==> config.mk <==
export PLATFORM = sky130hd
export DESIGN_NAME = pulse_reader
export DESIGN_NICKNAME = d
export VERILOG_FILES = /design/src/rtl/pulse_reader.sv
export SDC_FILE = /design/constraint.sdc
export NUM_CORES = 1
export LEC_CHECK = 0
export CORE_MARGIN = 2
export CORE_UTILIZATION = 35
export DETAILED_ROUTE_END_ITERATION = 8
export SLEW_MARGIN = 30
export SYNTH_ARGS = -nofsm -noshare
export SYNTH_HDL_FRONTEND = slang
export SYNTH_SLANG_ARGS = --single-unit
==> constraint.sdc <==
create_clock -name sysclk -period 1.9 [get_ports sysclk]
set_input_delay 0.285 -clock sysclk [delete_from_list [all_inputs] [get_ports sysclk]]
set_output_delay 0.285 -clock sysclk [all_outputs]
set_load 0.01 [all_outputs]
==> src/rtl/pulse_reader.sv <==
// pulse_reader: receive-side decoder for the switch-coded pulse link.
// Measures the high time of a pulse on pin in prescaler ticks and classifies
// it as one of four switch codes (sw1..sw4), reporting a held one-hot code
// and width plus a one-cycle valid or err strobe.
module pulse_reader #(
    parameter int DIV = 5207,
    parameter int CW  = 15,
    parameter int TOL = 3
) (
    input  logic       sysclk,
    input  logic       rst_n,
    input  logic       pin,
    output logic [3:0] code,
    output logic [8:0] width,
    output logic       valid,
    output logic       err,
    output logic       busy
);

    typedef enum logic [1:0] {
        WAIT_LOW = 2'd0,
        IDLE     = 2'd1,
        MEAS     = 2'd2,
        DECIDE   = 2'd3
    } state_t;

    // Nominal widths in ticks; index k maps to code bit k.
    localparam logic [3:0][9:0] REF_W = {10'd53, 10'd92, 10'd131, 10'd144};
    localparam logic [8:0]      COUNT_MAX = 9'd511;

    state_t          r_state;
    state_t          w_nextState;

    logic            r_pinSync1;
    logic            r_pinS;
    logic            r_pinPrev;
    logic            w_rise;
    logic            w_fall;

    logic [CW-1:0]   r_presc;
    logic            w_tick;

    logic [8:0]      r_count;
    logic [9:0]      w_count10;
    logic [3:0]      w_match;

    logic            w_clrCount;
    logic            w_incCount;
    logic            w_overflow;
    logic            w_decide;

    logic [3:0]      r_code;
    logic [8:0]      r_width;
    logic            r_valid;
    logic            r_err;

    assign w_rise    = r_pinS & ~r_pinPrev;
    assign w_fall    = ~r_pinS & r_pinPrev;
    assign w_tick    = (r_presc == CW'(DIV - 1));
    assign w_count10 = {1'b0, r_count};

    assign code  = r_code;
    assign width = r_width;
    assign valid = r_valid;
    assign err   = r_err;
    assign busy  = (r_state == MEAS);

    // Synchronizer and edge-detect flops; they reset high so a pulse already
    // in progress at reset release is seen as "line busy", not as a fresh rise.
    always_ff @(posedge sysclk or negedge rst_n) begin
        if (!rst_n) begin
            r_pinSync1 <= 1'b1;
            r_pinS     <= 1'b1;
            r_pinPrev  <= 1'b1;
        end else begin
            r_pinSync1 <= pin;
            r_pinS     <= r_pinSync1;
            r_pinPrev  <= r_pinS;
        end
    end

    // Free-running prescaler; wraps at DIV-1 and is never restarted by pulses.
    always_ff @(posedge sysclk or negedge rst_n) begin
        if (!rst_n) begin
            r_presc <= '0;
        end else if (w_tick) begin
            r_presc <= '0;
        end else begin
            r_presc <= r_presc + CW'(1);
        end
    end

    // State register.
    always_ff @(posedge sysclk or negedge rst_n) begin
        if (!rst_n) begin
            r_state <= WAIT_LOW;
        end else begin
            r_state <= w_nextState;
        end
    end

    // Next-state logic and datapath control strobes.
    always_comb begin
        w_nextState = r_state;
        w_clrCount  = 1'b0;
        w_incCount  = 1'b0;
        w_overflow  = 1'b0;
        w_decide    = 1'b0;
        case (r_state)
            WAIT_LOW: begin
                if (!r_pinS) begin
                    w_nextState = IDLE;
                end
            end
            IDLE: begin
                if (w_rise) begin
                    w_clrCount  = 1'b1;
                    w_nextState = MEAS;
                end
            end
            MEAS: begin
                if (w_fall) begin
                    w_nextState = DECIDE;
                end else if (r_count == COUNT_MAX) begin
                    w_overflow  = 1'b1;
                    w_nextState = WAIT_LOW;
                end else if (w_tick && r_pinS) begin
                    w_incCount = 1'b1;
                end
            end
            DECIDE: begin
                w_decide    = 1'b1;
                w_nextState = IDLE;
            end
            default: begin
                w_nextState = WAIT_LOW;
            end
        endcase
    end

    // Tick counter for the pulse being measured, saturating at 511.
    always_ff @(posedge sysclk or negedge rst_n) begin
        if (!rst_n) begin
            r_count <= '0;
        end else if (w_clrCount) begin
            r_count <= '0;
        end else if (w_incCount && (r_count != COUNT_MAX)) begin
            r_count <= r_count + 9'd1;
        end
    end

    // Window match against each reference width; windows are disjoint for TOL <= 6.
    always_comb begin
        w_match = '0;
        for (int k = 0; k < 4; k++) begin
            if ((w_count10 >= 10'(REF_W[k] - 10'(TOL))) &&
                (w_count10 <= 10'(REF_W[k] + 10'(TOL)))) begin
                w_match[k] = 1'b1;
            end
        end
    end

    // Result registers: code/width held, valid/err strobed for one cycle.
    always_ff @(posedge sysclk or negedge rst_n) begin
        if (!rst_n) begin
            r_code  <= '0;
            r_width <= '0;
            r_valid <= 1'b0;
            r_err   <= 1'b0;
        end else begin
            r_valid <= 1'b0;
            r_err   <= 1'b0;
            if (w_overflow) begin
                r_width <= COUNT_MAX;
                r_err   <= 1'b1;
            end else if (w_decide) begin
                r_width <= r_count;
                if (|w_match) begin
                    r_code  <= w_match;
                    r_valid <= 1'b1;
                end else begin
                    r_err <= 1'b1;
                end
            end
        end
    end

endmodule

==> reports/qor.csv, run 1 <==
stage;metric;value;unit
run_status;status;completed;
power;Pwr Density;703.4;nW/µm²
placement;Routability Congestion;0.8022;
die;full die area;7231;µm²
clocking;Num CTS Buffers;5;
die;Starting Density;36.20;%
worst_setup_path;worst r2r src;r_count[5];
global_routing;first-pass GRT wire length;7893;µm
global_routing;GR Layer Usage met1;18.34;%
clocking;CTS tree;done;
route;Iter 0 DRT Violations;109;
worst_setup_path;CP cell instances;nand4_1 > nor2_1 > ha_1 > and2b_2 > o22ai_1 > mux2_2;
sta;Final Hold Viols;0;
clocking;maximum clock path buffer count;2;
yosys;Unique masters post-synth;46;
worst_setup_path;Setup crit end;r_state[0];
power;VDD IR max;0.4656;mV
worst_setup_path;WS Path Type;reg2reg;
yosys;Post-Syn Instances;218;
placement;pre-CTS WS;0.03098;ns
sta;Fin Setup TNS;0;ns
yosys;Synth top area share;44.64;%
layout;fin nets;264;
sta;RSZ-0062 raised after global routing;true;
worst_setup_path;worst r2r dst;r_state[0];
route;Initial DRT Pass Iterations;4;
sta;Slew HR;62.79;%
worst_setup_path;delay of the slowest critical-path stage;0.43;ns
sta;worst setup margin;0.06506;ns
sta;Setup Skew;0.006679;ns
yosys;EDFF count, synth;0;
worst_hold_path;worst min path class;in2async;
yosys;sequential fraction of the synthesis area;48.07;%
sta;Slew @ Worst Pin;0.5581;ns
sta;Final Cycle Share;96.58;%
worst_setup_path;CP Depth;6;
die;Core Area;6350;µm²
placement;Post-DP HPWL;3089;µm
clocking;worst skew pair latency;0.30;ns
clocking;Clock Tree Root;clkbuf_8;
yosys;synth top area cells;dfrtp_1 45%, xnor2_1 6.1%, ha_1 5.4%;
placement;port bufs;18;
yosys;YS warnings;0;
global_routing;met3 Track Usage GR;4.280;%
sta;Period minus WS final;1.835;ns
yosys;Post-Syn Area per Cell;10.54;µm²
yosys;Synth area leader;dfrtp_1;
power;leakage;1.254;nW
route;Antenna Nets Post-Route;0;
route;DR DRC count;0;
worst_setup_path;Crit path max-delay family;simple AND/OR/NAND/NOR gates;
sta;f_max;545.0;MHz
sta;WHS;0.05389;ns
worst_setup_path;slowest cell on the critical path;dfrtp_1;
clocking;H-tree depth reported by CTS;2;
route;Vias/cell;4.933;
global_routing;routing usage on met2;21.73;%
run;Max Cap Viol;0;
global_routing;busiest grt layer;met2;
route;detailed-route wire length per cell;13.47;µm
layout;Ant. Diodes;0;
route;Total Routed Length;4419;µm
layout;design area;2731;µm²
worst_setup_path;reg-to-reg slack, setup;0.07;ns
yosys;Main synth FF type;dfrtp_1;
yosys;syn nets;231;
placement;dpl cells;320;
global_routing;largest net degree at the start of global routing;45;
layout;fin cells;328;
global_routing;total gr overflow;0;
layout;share of layout cells above drive strength 1;16.73;%
die;# rows;29;
sta;Setup-failing EPs final;0;
worst_setup_path;Worst Path Required;2.08;ns
worst_setup_path;CP startpoint;r_count[5];
worst_setup_path;largest fanout on the critical path;6;
worst_setup_path;CP arrival;2.02;ns
worst_setup_path;Critical path buffers and inverters;0;
layout;P&R area growth vs syn;18.84;%
die;die height;85.04;µm
route;DR vias;1618;
die;Die Wd;85.04;µm
clocking;Reg clk slew, reported paths;0.08;ns
global_routing;initial antenna violation count;0;
placement;Placed Area;2610;µm²
clocking;CTS sink cnt;44;
worst_setup_path;crit path launch type;flip-flop;
yosys;Post-Synthesis Cell Area;2298;µm²
global_routing;GRT Total Usage;13.86;%
sta;max-slew violation count;0;
worst_setup_path;worst reg2reg path depth;6;
worst_setup_path;endpoint type of the worst setup path;flip-flop;
global_routing;vias in the first global route;1650;
yosys;synthesized flop and latch total;44;
die;io pins;19;
yosys;async set or reset register ratio after synthesis;100.0;%
how the worst min path moves through the flow:
stage / slack, ns / to / start
after CTS: 0.08 / r_state[1] / rst_n
after detailed placement: 0.35 / r_pinS / r_pinSync1
after floorplan: -0.01 / code[0] / rst_n
after global routing: 0.10 / width[4] / rst_n
final: 0.05 / width[4] / rst_n
after global placement: 0.35 / r_pinS / r_pinSync1
synthesized netlist by cell type, types with 2 or more instances:
library cell and instances:
a22o_1 2, nor4_1 5, and3_1 4, inv_1 8
nor3_1 3, xnor2_1 16, clkbuf_1 3, xor2_1 4
clkbuf_8 2, nand4_1 4, dfstp_2 3, o311a_1 2
ha_1 10, mux2_2 2, nand2_1 23, nand3_1 9
nor4b_1 2, nand2b_1 2, and4b_1 2, o21ai_0 5
and2_1 2, mux2i_1 9, o21ai_1 2, a21oi_1 3
dfrtp_1 41, buf_6 3, nor2_1 28
stage by stage:
stage	util, %	power (mW)
after global routing	43.01	2.046
after detailed placement	41.10	1.359
after global placement	41.10	1.356
final	43.01	1.921
after floorplan	-	1.249
after CTS	42.36	1.933
routing by layer:
| metal | up-vias | wire [µm] | part of all wire [%] |
|---|---|---|---|
| met2 | 38 | 2078 | 47 |
| met3 | 4 | 276 | 6.2 |
| met5 | - | 0 | 0 |
| met1 | 763 | 2009 | 45 |
| met4 | 0 | 54 | 1.2 |
| li1 | 813 | - | - |
state kept, by name, summed over array words and instances, names as in the netlist:
register and count:
code 4, err 1, r_count 9, r_pinPrev 1, r_pinS 1, r_pinSync1 1
r_presc 15, r_state 2, valid 1, width 9
cell families (layout without fill, tap and decap cells):
| kind of cell | count (synthesis) | in the layout | share of synthesized area (%) |
|---|---|---|---|
| muxes | 11 | 11 | 4.899 |
| buffers and inverters | 16 | 49 | 4.464 |
| xor gates and xnor gates | 20 | 20 | 7.621 |
| adders and majority gates | 10 | 10 | 5.444 |
| AOI/OAI and AO/OA | 21 | 21 | 6.424 |
| and+or+nand+nor | 96 | 96 | 23.08 |
| DFF | 44 | 44 | 48.07 |
report_power, final:
group / total, mW / switching (mW) / internal, mW / leakage (nW)
clock: 0.556 / 0.306 / 0.250 / 0.0410
sequential: 0.988 / 0.0201 / 0.968 / 0.585
combinational: 0.377 / 0.201 / 0.176 / 0.628
what timing repair did:
item | CTS | global route
buffers inserted | 0 | 1
hold buffers | 0 | 0
setup endpoints to repair | 1 | 12
resized for setup | 1 | 6
area by class of cell:
class | instances | area [µm²]
clock buffers | 6 | 72.57
clock inverters | 1 | 5.005
fillers | 580 | 3618
inverters | 8 | 30.03
multi-input cells | 158 | 1126
flip-flops and latches | 44 | 1106
well taps | 77 | 96.34
repair buffers | 34 | 295.3
placed cells by master, fill, tap and decap left out, types with 2 or more instances in the layout:
master,instances
clkdlybuf4s50_1,17
o311a_1,2
o21ai_1,2
dfstp_2,3
o21ai_0,5
dfrtp_1,40
inv_1,8
mux2_2,2
nand2b_1,2
nor3_1,3
nand4_1,4
a22o_1,2
nor2_1,28
nor4_2,3
clkbuf_8,5
and3_1,4
ha_1,9
xor2_1,4
a21oi_1,3
buf_4,16
nor4_1,2
nand3_1,9
mux2i_1,9
and4b_1,2
and2_1,2
nand2_1,23
nor4b_1,2
xnor2_1,16
Note: power is estimated with default switching activity, not from simulation.
==> run 2, diff against run 1 <==
- GPL_TIMING_DRIVEN: not set -> 0
==> run 2 against run 1 <==
The flow now finishes with violations (setup timing). Critical path depth grew 3. Maximum frequency shrank 5.8%. Register-to-register slack got worse by 0.11 ns. Non-clock buffer count up 4. Sequential power is 0.6% higher. Die area unchanged. Wire length grew 10%. Final cell count is 1.8% higher. Setup slack got worse by 0.11 ns. Worst hold slack improved by 0.30 ns. Critical path type unchanged. Largest cell class unchanged.
==> reports/qor.csv, run 2 (synthesized netlist as in run 1, its figures left out) <==
stage;metric;value;unit
die;full die area;7231;µm²
route;Initial DRT Pass Iterations;4;
worst_setup_path;worst reg2reg path depth;9;
sta;Period minus WS final;1.948;ns
sta;Slew @ Worst Pin;0.7585;ns
sta;max-slew violation count;0;
worst_setup_path;worst r2r dst;r_count[7];
route;Total Routed Length;4881;µm
global_routing;vias in the first global route;1561;
global_routing;initial antenna violation count;0;
layout;max reg flops;15;
clocking;Clock Tree Root;clkbuf_8;
power;Clk pwr share;32.7;%
clocking;Num CTS Buffers;5;
run_status;status;finished, violations left;
global_routing;routing usage on met2;20.88;%
global_routing;GR Layer Usage met1;17.92;%
layout;fin nets;269;
sta;Fin Setup TNS;-0.07336;ns
sta;worst setup margin;-0.04809;ns
route;detailed-route wire length per cell;14.61;µm
power;VDD IR max;0.4020;mV
die;io pins;19;
power;Comb pwr share;22.2;%
power;Psw;606.3;µW
route;Vias/cell;4.991;
die;# rows;29;
worst_setup_path;CP arrival;2.12;ns
worst_hold_path;min-delay src;r_pinSync1;
global_routing;met3 Track Usage GR;4.280;%
sta;Setup-failing EPs final;6;
layout;Ant. Diodes;0;
die;Starting Density;36.20;%
power;Pwr Density;746.6;nW/µm²
die;die height;85.04;µm
worst_setup_path;reg-to-reg slack, setup;-0.05;ns
global_routing;largest net degree at the start of global routing;45;
layout;Most flops, register;r_presc;
sta;f_max;513.3;MHz
worst_hold_path;worst min path class;reg2reg;
layout;leading cell type in the layout, fill and taps excluded;dfrtp_1;
global_routing;first-pass GRT wire length;7576;µm
clocking;CTS sink cnt;44;
clocking;H-tree depth reported by CTS;2;
placement;Routability Congestion;0.7782;
route;Antenna Nets Post-Route;0;
worst_setup_path;Worst Path Required;2.07;ns
die;Core Area;6350;µm²
global_routing;GRT Total Usage;13.28;%
sta;Slew HR;49.43;%
clocking;worst skew pair latency;0.31;ns
layout;P&R area growth vs syn;28.63;%
global_routing;total gr overflow;0;
worst_setup_path;largest fanout on the critical path;10;
power;Reg power frac;45.0;%
placement;port bufs;18;
clocking;Reg clk slew, reported paths;0.08;ns
worst_setup_path;endpoint type of the worst setup path;flip-flop;
global_routing;busiest grt layer;met2;
power;cell-internal power;1.601;mW
run_status;failing checks;setup timing;
power;sw frac;27.47;%
route;Iter 0 DRT Violations;105;
worst_setup_path;worst r2r src;r_count[3];
sta;Setup Skew;0.006946;ns
worst_hold_path;hold path depth;0;
layout;final core occ;46.56;%
layout;most frequent cells in the layout;40 x dfrtp_1, 26 x nor2_1, 23 x nand2_1;
worst_setup_path;crit path launch type;flip-flop;
layout;share of layout cells above drive strength 1;22.18;%
sta;RSZ-0062 raised after global routing;true;
sta;WHS;0.3585;ns
power;leakage;1.368;nW
clocking;CTS tree;done;
sta;Final Hold Viols;0;
die;Die Wd;85.04;µm
placement;pre-CTS WS;-0.1609;ns
clocking;maximum clock path buffer count;2;
worst_setup_path;WS Path Type;reg2reg;
sta;Final Cycle Share;102.5;%
route;DR DRC count;0;
worst_hold_path;end of the worst hold path;r_pinS;
run;Max Cap Viol;0;
route;DR vias;1667;
placement;Post-DP HPWL;2983;µm
==> run 2: changes by cell type in the layout (fill, tap and decap cells not counted), moves of 2 or more <==
cell,before,now
buf_8,0,2
nor2_1,28,26
nor4_4,1,4
nor3_1,3,1
mux2_4,0,2
nor2_2,0,2
mux2_2,2,0
buf_6,0,3
nor4_1,2,0
ha_1,9,7
buf_4,16,11
==> run 2: layout make-up <==
cell class                 count  area [µm²]
buffer                         8       76.32
clock buffer                   5       68.82
clock inverter                 3       42.54
fill                         580        3393
inverter                       8       30.03
multi-input combinational    159        1251
sequential                    44        1106
tap                           77       96.34
timing repair buffer          30       285.3
==> run 2: timing repair <==
action,CTS,global route
buffers inserted,1,10
pin swaps,0,11
gates resized for setup,12,21
setup endpoints to repair,12,14
hold endpoints to repair,41,0
hold buffers,1,0
gates cloned,0,1
==> run 2: worst max path at each step <==
| stage | start | endpoint | slack, ns | depth (start not counted) |
|---|---|---|---|---|
| 3_5_place_dp | r_count[0] | r_count[7] | -0.16 | 9 |
| 4_1_cts | r_count[3] | r_state[0] | 0.003 | 7 |
| 2_1_floorplan | r_count[0] | r_count[4] | 0.11 | 9 |
| 5_1_grt | r_count[3] | r_count[7] | -0.14 | 9 |
| 6_report | r_count[3] | r_count[7] | -0.05 | 9 |
| 3_3_place_gp | rst_n | width[1] | -0.66 | 1 |
==> run 2: per-layer routing <==
layer,share of wire (%),wire (µm)
met4,1.5,75
met5,0,0
met1,46,2241
met3,4.0,193
met2,49,2370
==> run 2: worst max-delay path, cell delays in order (launching register included) <==
cell and delay [ns]:
dfrtp_1 0.39, buf_8 0.14, nand4_1 0.15, nor2_2 0.05
ha_2 0.18, and2b_4 0.29, nand2_8 0.08, nor4_4 0.33
xnor2_1 0.15, nor2_1 0.05
==> run 2: power groups by stage <==
stage / combinational [mW] / sequential (mW) / clock, mW
after detailed placement: 0.340 / 1.01 / 0
final: 0.491 / 0.994 / 0.722
after global placement: 0.336 / 1.01 / 0
after CTS: 0.365 / 0.993 / 0.744
after floorplan: 0.240 / 1.01 / 0
after global routing: 0.537 / 1.00 / 0.789
==> run 2: through the flow <==
| stage | power [mW] | area, µm² | cells |
|---|---|---|---|
| 2_1_floorplan | 1.249 | 2298 | 218 |
| 3_3_place_gp | 1.346 | 2575 | 313 |
| 3_5_place_dp | 1.352 | 2572 | 313 |
| 4_1_cts | 2.101 | 2770 | 323 |
| 5_1_grt | 2.325 | 2957 | 334 |
| 6_report | 2.207 | 2957 | 334 |
==> run 3, diff against run 2 <==
- CORE_UTILIZATION: 35 -> 52
- PLACE_DENSITY: not set -> 0.76
==> run 3 against run 2 <==
The run now ends clean. Sequential share of layout area increased by 0.45 points. Maximum frequency grew 4.4%. Die area fell by 31%. First-iteration DRC count shrank 0.95%. Final area fell by 1.2%. Critical path depth stayed put. Setup slack gained 0.083 ns. Worst hold slack improved by 0.0046 ns. Utilization grew 21 points. Wire length is 8.1% lower. Register-to-register slack improved by 0.08 ns. Largest power group unchanged.
==> reports/qor.csv, run 3 (synthesized netlist as in run 1, its figures left out) <==
stage;metric;value;unit
layout;P&R area growth vs syn;27.11;%
clocking;H-tree depth reported by CTS;2;
die;Core Area;4294;µm²
die;Die Wd;70.49;µm
worst_setup_path;endpoint type of the worst setup path;flip-flop;
route;DR DRC count;0;
clocking;worst skew pair latency;0.30;ns
global_routing;first-pass GRT wire length;7341;µm
placement;Routability Congestion;0.7958;
clocking;Reg clk slew, reported paths;0.08;ns
clocking;CTS tree;done;
layout;leading cell type in the layout, fill and taps excluded;dfrtp_1;
clocking;Num CTS Buffers;5;
route;Vias/cell;5.432;
placement;dpl cells;289;
layout;max reg flops;15;
global_routing;initial antenna violation count;0;
clocking;CTS sink cnt;44;
sta;f_max;536.1;MHz
die;# rows;24;
sta;Final Cycle Share;98.17;%
layout;fin cells;310;
die;Starting Density;53.53;%
worst_setup_path;Worst Path Required;2.06;ns
global_routing;total gr overflow;0;
run;Max Cap Viol;0;
die;io pins;19;
sta;max-slew violation count;0;
global_routing;vias in the first global route;1615;
layout;design area;2922;µm²
route;detailed-route wire length per cell;14.47;µm
die;full die area;4968;µm²
sta;Slew HR;54.07;%
global_routing;largest net degree at the start of global routing;25;
layout;Most flops, register;r_presc;
sta;Period minus WS final;1.865;ns
placement;Placed Area;2566;µm²
sta;RSZ-0062 raised after global routing;true;
run_status;status;completed;
sta;Setup-failing EPs final;0;
worst_setup_path;crit path launch type;flip-flop;
worst_hold_path;worst min path class;reg2reg;
placement;port bufs;18;
route;Antenna Nets Post-Route;0;
sta;Slew @ Worst Pin;0.6890;ns
clocking;maximum clock path buffer count;2;
layout;most frequent cells in the layout;40 x dfrtp_1, 26 x nor2_1, 23 x nand2_1;
layout;share of layout cells above drive strength 1;22.09;%
power;VDD IR max;0.6669;mV
layout;fin nets;270;
worst_setup_path;CP arrival;2.03;ns
clocking;Clock Tree Root;clkbuf_8;
route;Iter 0 DRT Violations;104;
sta;Setup Skew;0.005943;ns
layout;filler instances;312;
die;die height;70.49;µm
worst_setup_path;largest fanout on the critical path;7;
route;Total Routed Length;4485;µm
power;leakage;1.374;nW
route;Initial DRT Pass Iterations;4;
placement;Post-DP HPWL;2951;µm
sta;Final Hold Viols;0;
layout;Ant. Diodes;0;
route;DR vias;1684;
global_routing;GRT Total Usage;18.92;%
worst_setup_path;WS Path Type;reg2reg;
power;Pwr Density;680.8;nW/µm²
==> run 3: final cells by class <==
| class | instances | area, µm² | area share, % |
|---|---|---|---|
| timing repair buffer | 30 | 290.3 | 9.936 |
| clock buffer | 6 | 82.58 | 2.827 |
| tap | 52 | 65.06 | 2.227 |
| sequential | 44 | 1106 | 37.86 |
| buffer | 8 | 75.07 | 2.570 |
| inverter | 8 | 30.03 | 1.028 |
| multi-input combinational | 160 | 1257 | 43.04 |
| clock inverter | 2 | 15.01 | 0.5139 |
==> run 3: power by group <==
group | switching (mW) | total [mW] | leakage (nW) | internal [mW]
logic | 0.207 | 0.381 | 0.746 | 0.174
clock network | 0.321 | 0.615 | 0.0434 | 0.294
registers | 0.0245 | 0.993 | 0.585 | 0.968
total | 0.552 | 1.99 | 1.37 | 1.44
==> run 3: routing by layer <==
| layer | GRT usage, % | vias up | part of all wire [%] |
|---|---|---|---|
| met5 | 0 | - | 0 |
| met4 | 5.769 | 0 | 1.6 |
| met3 | 4.762 | 8 | 3.6 |
| met2 | 29.56 | 33 | 48 |
| met1 | 26.01 | 806 | 47 |
| li1 | - | 837 | - |
==> run 3: worst max-delay path, cell delays in order, from the launching register on <==
cell and delay, ns:
dfrtp_1 0.39, buf_8 0.13, nand4_1 0.19, nor2_2 0.06, ha_2 0.18, and2b_4 0.31, nand2_8 0.09, nor4_4 0.17
xnor2_1 0.15, nor2_1 0.05
==> run 3: worst paths after layout <==
path / depth (start not counted) / endpoint / slack, ns / from
min reg2reg: 0 / r_pinS / 0.36 / r_pinSync1
min in group asynchronous: 2 / code[3] / 0.50 / rst_n
max in group asynchronous: 3 / r_pinSync1 / 0.83 / rst_n
max reg2reg: 9 / r_count[5] / 0.03 / r_count[3]
min: 0 / r_pinS / 0.36 / r_pinSync1
max: 9 / r_count[5] / 0.03 / r_count[3]
==> run 3: repair_timing <==
action	4_1_cts	5_1_grt
setup endpoints to repair	8	12
setup buffers	0	10
resized for setup	10	19
hold buffers	1	0
hold endpoints to repair	20	0
gates cloned	0	2
pin swaps	0	11
==> run 3: stage by stage <==
stage | utilization (%) | hold WS, ns | TNS [ns] | power, mW | worst slack, ns
final | 68.04 | 0.3631 | 0 | 1.989 | 0.03475
after global routing | 68.04 | 0.3511 | -0.4424 | 2.091 | -0.06629
after CTS | 63.55 | 0.3635 | 0 | 1.988 | 0.005771
after detailed placement | 59.76 | 0.2840 | -0.4675 | 1.349 | -0.1152
after global placement | 59.24 | 0.3461 | -24.78 | 1.338 | -0.5860
after floorplan | - | -0.01059 | 0 | 1.249 | 0.1135
